<file path="src/rtl/qerv_stdata_pkg.sv">
// Shared types for the nibble-serial store-data unit: FSM states, transfer
// size encodings and the alignment rule used to accept or drop a store.
package qerv_pkg;

   typedef enum logic [1:0] {
      IDLE = 2'd0,
      FILL = 2'd1,
      REQ  = 2'd2
   } state_e;

   localparam logic [1:0] QERV_SZ_B = 2'b00;
   localparam logic [1:0] QERV_SZ_H = 2'b01;
   localparam logic [1:0] QERV_SZ_W = 2'b10;

   // The reserved size 2'b11 falls into the default arm and is handled as a word.
   function automatic logic qerv_aligned(input logic [1:0] size, input logic [1:0] lsb);
      logic ok;
      case (size)
         QERV_SZ_B: ok = 1'b1;
         QERV_SZ_H: ok = ~lsb[0];
         default:   ok = (lsb == 2'b00);
      endcase
      return ok;
   endfunction

endpackage

</file>
<file path="src/rtl/qerv_stdata_if.sv">
// Write-side bus between the store-data unit (master) and memory (slave).
interface qerv_stdata_if;

   logic        o_wb_stb;
   logic [31:0] o_wb_dat;
   logic [3:0]  o_wb_sel;
   logic        i_wb_ack;

   modport master (output o_wb_stb, output o_wb_dat, output o_wb_sel, input i_wb_ack);
   modport slave  (input o_wb_stb, input o_wb_dat, input o_wb_sel, output i_wb_ack);

endinterface

</file>
<file path="src/rtl/qerv_stdata_lane.sv">
// Combinational lane steering: replicates the low bytes of the store word
// across the bus and builds the matching byte-lane select.
module qerv_stdata_lane
   import qerv_pkg::*;
(
   input  logic [1:0]  size_i,
   input  logic [1:0]  lsb_i,
   input  logic [31:0] data_i,
   output logic [31:0] dat_o,
   output logic [3:0]  sel_o
);

   always_comb begin
      dat_o = data_i;
      sel_o = 4'b1111;
      case (size_i)
         QERV_SZ_B: begin
            dat_o = {4{data_i[7:0]}};
            sel_o = 4'b0001 << lsb_i;
         end
         QERV_SZ_H: begin
            dat_o = {2{data_i[15:0]}};
            sel_o = lsb_i[1] ? 4'b1100 : 4'b0011;
         end
         default: begin
            dat_o = data_i;
            sel_o = 4'b1111;
         end
      endcase
   end

endmodule

</file>
<file path="src/rtl/qerv_stdata.sv">
// Store-data unit: collects store data one nibble at a time, checks alignment,
// then holds a lane-replicated bus write until the acknowledge arrives.
module qerv_stdata
   import qerv_pkg::*;
(
   input  logic                 i_clk,
   input  logic                 i_rst,
   input  logic                 i_start,
   input  logic                 i_cnt_en,
   input  logic                 i_cnt_done,
   input  logic [3:0]           i_dat,
   input  logic [1:0]           i_size,
   input  logic [1:0]           i_lsb,
   qerv_stdata_if.master        wb,
   output logic                 o_busy,
   output logic                 o_done,
   output logic                 o_misalign
);

   state_e      state_q;
   logic [31:0] data_q;
   logic [31:0] data_d;
   logic [2:0]  cnt_q;
   logic [2:0]  cnt_d;
   logic [1:0]  size_q;
   logic [1:0]  lsb_q;
   logic        stb_q;
   logic        done_q;
   logic        misalign_q;
   logic [31:0] laneDat;
   logic [3:0]  laneSel;

   assign data_d = {i_dat, data_q[31:4]};
   assign cnt_d  = cnt_q + 3'd1;

   // Nothing moves data_q during REQ, so the bus word stays stable until the ack.
   always_ff @(posedge i_clk) begin
      if (i_rst) begin
         state_q    <= IDLE;
         data_q     <= '0;
         cnt_q      <= '0;
         size_q     <= QERV_SZ_W;
         lsb_q      <= 2'b00;
         stb_q      <= 1'b0;
         done_q     <= 1'b0;
         misalign_q <= 1'b0;
      end else begin
         done_q     <= 1'b0;
         misalign_q <= 1'b0;
         case (state_q)
            IDLE: begin
               if (i_start) begin
                  size_q  <= i_size;
                  lsb_q   <= i_lsb;
                  cnt_q   <= '0;
                  state_q <= FILL;
               end
            end
            FILL: begin
               if (i_cnt_en) begin
                  data_q <= data_d;
                  cnt_q  <= cnt_d;
                  if (i_cnt_done) begin
                     if (qerv_aligned(size_q, lsb_q)) begin
                        state_q <= REQ;
                        stb_q   <= 1'b1;
                     end else begin
                        state_q    <= IDLE;
                        misalign_q <= 1'b1;
                     end
                  end
               end
            end
            REQ: begin
               if (wb.i_wb_ack) begin
                  state_q <= IDLE;
                  stb_q   <= 1'b0;
                  done_q  <= 1'b1;
               end
            end
            default: begin
               state_q <= IDLE;
               stb_q   <= 1'b0;
            end
         endcase
      end
   end

   qerv_stdata_lane u_lane (
      .size_i (size_q),
      .lsb_i  (lsb_q),
      .data_i (data_q),
      .dat_o  (laneDat),
      .sel_o  (laneSel)
   );

   assign wb.o_wb_stb = stb_q;
   assign wb.o_wb_dat = laneDat;
   assign wb.o_wb_sel = stb_q ? laneSel : 4'b0000;
   assign o_busy      = (state_q != IDLE);
   assign o_done      = done_q;
   assign o_misalign  = misalign_q;

endmodule

</file>
<file path="src/flat_wrapper.sv">
// flat-port wrapper written by rule: the top's interface ports become plain ports
module qerv_stdata_flat import qerv_pkg::*;
  (i_clk, i_rst, i_start, i_cnt_en, i_cnt_done, i_dat, i_size, i_lsb, o_busy, o_done, o_misalign, wb_o_wb_stb, wb_o_wb_dat, wb_o_wb_sel, wb_i_wb_ack);
  qerv_stdata_if wb_i ();
  input  logic i_clk;
  input  logic i_rst;
  input  logic i_start;
  input  logic i_cnt_en;
  input  logic i_cnt_done;
  input  logic [3:0] i_dat;
  input  logic [1:0] i_size;
  input  logic [1:0] i_lsb;
  output logic o_busy;
  output logic o_done;
  output logic o_misalign;
  output wire logic [$bits(wb_i.o_wb_stb)-1:0] wb_o_wb_stb;
  output wire logic [$bits(wb_i.o_wb_dat)-1:0] wb_o_wb_dat;
  output wire logic [$bits(wb_i.o_wb_sel)-1:0] wb_o_wb_sel;
  input wire logic [$bits(wb_i.i_wb_ack)-1:0] wb_i_wb_ack;
  assign wb_o_wb_stb = wb_i.o_wb_stb;
  assign wb_o_wb_dat = wb_i.o_wb_dat;
  assign wb_o_wb_sel = wb_i.o_wb_sel;
  assign wb_i.i_wb_ack = wb_i_wb_ack;
  qerv_stdata u_core (.i_clk(i_clk), .i_rst(i_rst), .i_start(i_start), .i_cnt_en(i_cnt_en), .i_cnt_done(i_cnt_done), .i_dat(i_dat), .i_size(i_size), .i_lsb(i_lsb), .wb(wb_i), .o_busy(o_busy), .o_done(o_done), .o_misalign(o_misalign));
endmodule
</file>
<file path="config.mk">
export PLATFORM = sky130hd
export DESIGN_NAME = qerv_stdata_flat
export DESIGN_NICKNAME = d
export VERILOG_FILES = /design/src/rtl/qerv_stdata_pkg.sv /design/src/rtl/qerv_stdata_if.sv /design/src/rtl/qerv_stdata_lane.sv /design/src/rtl/qerv_stdata.sv /design/src/flat_wrapper.sv
export SDC_FILE = /design/constraint.sdc
export NUM_CORES = 1
export LEC_CHECK = 0
export BUFFER_PORTS_ARGS = -buffer_cell sky130_fd_sc_hd__buf_2
export CAP_MARGIN = 25
export CORE_MARGIN = 1.5
export CORE_UTILIZATION = 53
export DETAILED_ROUTE_END_ITERATION = 8
export PLACE_DENSITY = 0.84
export RECOVER_POWER = 100
export SKIP_CTS_REPAIR_TIMING = 1
export SLEW_MARGIN = 40
export SYNTH_ARGS = -nofsm -noshare
export SYNTH_HDL_FRONTEND = slang
export SYNTH_SLANG_ARGS = --single-unit
</file>
<file path="constraint.sdc">
create_clock -name i_clk -period 3.1 [get_ports i_clk]
set_clock_uncertainty 0.2 [all_clocks]
set_input_delay 0.465 -clock i_clk [delete_from_list [all_inputs] [get_ports i_clk]]
set_output_delay 0.465 -clock i_clk [all_outputs]
set_load 0.05 [all_outputs]
</file>
==> reports/metrics.yaml <==
final_layout:
  final_core_util_pct: 64.81
  final_nets: 296
  final-seq-area_um2: 820.8
  drive_above_1_share_pct: 17.67
  finish.instance_area_um2: 2231
  antenna_cells: 0
  multi_input_gate_area_in_the_final_layout_um2: 970.9
  synth_to_final_area_change_pct: 13.42
  n_fill_cell: 311
timing:
  fin_crit_sh_pct: 82.60
  timing_hold_violations_final: 0
  fin_setup_tns_ns: 0
  number_of_pins_exceeding_their_max_slew_limit_in_the_final_report: 42
  clock.fmax_ghz: 0.3905
  rsz_0062_raised_after_global_routing: "no"
  max_slew_margin_pct: -13.56
  total_of_endpoints_with_negative_setup_slack_in_the_final_report: 0
  worst_slew_pin_tran_ns: 1.703
  finalWorstPathRequiredPeriod_ns: 2.561
critical_path:
  path_class: "reg2out"
  worstSetupStartpointType: "flop"
  timing.critical_path.arrival_ns: 1.90
  critPathCaptureType: "output port"
  crit_path_max_incr_delay_ns: 0.48
  timing.critical_path.fanout_max: 28
  required_ns: 2.43
  ff_to_ff_start: "u_core.state_q[0]"
  timing.reg2reg.setup_slack_ns: 0.87
  path_cells: "clkbuf_2 > inv_1 > a21oi_1 > clkbuf_1"
  timing.rr.end: "u_core.data_q[12]"
  timing.critical_path.from: "u_core.size_q[1]"
  crit_slowest_cell: "clkbuf_1"
  rr_worst_depth: 3
route:
  avgViaCountPerCell: 5.316
  routed-via-count: 1749
  detailed_router_iteration_count_before_antenna_repair: 4
  wire_per_inst_um: 12.38
  detail-route-antenna-nets: 0
  first_iter_violations: 153
  drt-total-wl_um: 4073
  drc: 0
run_status:
  outcome: "finished with violations"
  violations_in_the_final_reports: "max-capacitance violations, max-slew violations"
placed_design:
  hpwlAfterDp_um: 2618
  placedInstanceArea_um2: 2163
  placement.io_buffers: 53
  globalplace.congestion: 0.7904
clock_network:
  tritoncts: "built"
  clockBufferDepth: 2
  clock_insertion_delay_worst_skew_ns: 0.29
  cts_root_buffer: "clkbuf_8"
  tritoncts.num_buffers: 5
  clock_tree.htree_level_count: 2
  cts.clk_slew.worst_paths_ns: 0.08
  clock_sinks: 41
grt:
  global_route.usage.total_pct: 20.87
  antenna_violations_before_repair: 0
  pin_count_of_the_biggest_net_entering_global_routing: 42
  via_count_of_the_first_global_routing_pass: 1540
  grt_overflow_total: 0
  grt_pass1_wl_um: 6803
die:
  dieHeight_um: 63.92
  dieArea_um2: 4086
  core_area_um2: 3442
  io_pins: 54
  site_row_count: 21
  chipWidth_um: 63.92
  initial_core_util_pct: 57.14
worst_hold_path:
  worstHoldEndpoint: "u_core.lsb_q[1]"
  whs_path_depth: 3
  hp-class: "in2reg"
  hp-start: "i_lsb[1]"
synth:
  largest_cells_by_area_after_synthesis: "dfxtp_1 42%, nand2_1 14%, a21oi_1 9.7%"
  yosysWarnings: 0
  synth.most_common_cell: "nand2_1"
  postSynth.asyncResetShare_pct: 0
  post-synth-top-area-fraction_pct: 41.73
  synthesis.nets: 258
  ys_seq_elements: 41
  synthesis.instances: 244
  synthTopCellsByCount: "73 x nand2_1, 41 x dfxtp_1, 38 x a21oi_1"
  ys_seq_area_share_pct: 41.73
  avgSynthCellArea_um2: 8.061
  synth_area_leader_cell: "dfxtp_1"
  synthesis.area_um2: 1967
  ys_types: 29
  synth_flop_cell: "dfxtp_1"
  number_of_flops_mapped_to_enable_cells_by_yosys: 0
power_and_ir_drop:
  power.density_cell_area_nw_per_um2: 496.9
  ir_worst_vdd_mv: 0.5125
  leakage_uw: 0.0008228
run:
  cap_violations: 1
where the power goes:
group          leakage (uW)  internal, uW  total [uW]  switching, uW
Clock             0.0000585           262         439            177
Sequential         0.000332           535         545           10.2
Combinational      0.000433          35.6         124           88.4
flip-flops by register name (all words and copies together) (netlist names):
register and flops:
u_core.size_q 2, u_core.lsb_q 2, u_core.wb.o_wb_stb 1, u_core.state_q 2
u_core.data_q 32, u_core.o_done 1, u_core.o_misalign 1
layer usage:
metal / track usage, % / part of all wire, % / vias up
li1: - / - / 880
met1: 25.80 / 47 / 820
met2: 35.55 / 47 / 47
met3: 5.106 / 4.6 / 2
met4: 6.522 / 0.66 / 0
met5: 0 / 0 / -
cells in the final DEF, fill, tap and decap left out, types with 2 or more instances in the layout:
cell	synthesis	routed
dfxtp_1	41	41
clkbuf_1	3	33
a21oi_1	38	38
nor2_1	8	8
o21ai_0	10	10
mux2_2	16	16
o211ai_1	2	2
mux2i_1	11	11
buf_4	10	2
buf_2	11	22
clkbuf_8	0	6
nand2_1	73	73
inv_1	4	4
worst max-delay path by stage:
stage	slack (ns)	end
finish	0.54	wb_o_wb_sel[3]
global route	0.42	wb_o_wb_sel[3]
floorplan	0.66	wb_o_wb_dat[24]
CTS	0.82	wb_o_wb_dat[14]
global placement	1.18	wb_o_wb_dat[8]
detailed placement	1.14	wb_o_wb_dat[14]
area by class of cell:
type	count	area share, %
Sequential cell	41	36.79
Multi-Input combinational cell	173	43.52
Timing Repair Buffer	57	11.22
Clock buffer	7	3.870
Clock inverter	1	1.346
Inverter	4	0.6730
Tap cell	46	2.580
stage by stage:
stage          power, uW  hold slack, ns  std cells  setup WS (ns)
2_1_floorplan      656.8          0.2416        244         0.6633
3_3_place_gp       683.6          0.2528        321          1.178
3_5_place_dp       684.6          0.2593        321          1.139
4_1_cts             1119          0.2095        329         0.8249
5_1_grt             1152          0.2095        329         0.4182
6_report            1109          0.2138        329         0.5393
logic make-up (layout without fill, tap and decap cells):
family	after synthesis	after routing	share of synthesized area, %
and+or+nand+nor	92	92	20.17
AOI/OAI and AO/OA	54	54	14.63
DFF	41	41	41.73
buffers and inverters	30	69	8.714
muxes	27	27	14.76
critical path: cells and delay by family (launching register included):
| family | cells | cell delay, ns |
|---|---|---|
| DFF | 1 | 0.34 |
| AOI/OAI and AO/OA | 1 | 0.16 |
| buffers and inverters | 3 | 1.09 |
No activity file was read; power rests on OpenSTA's default activity.
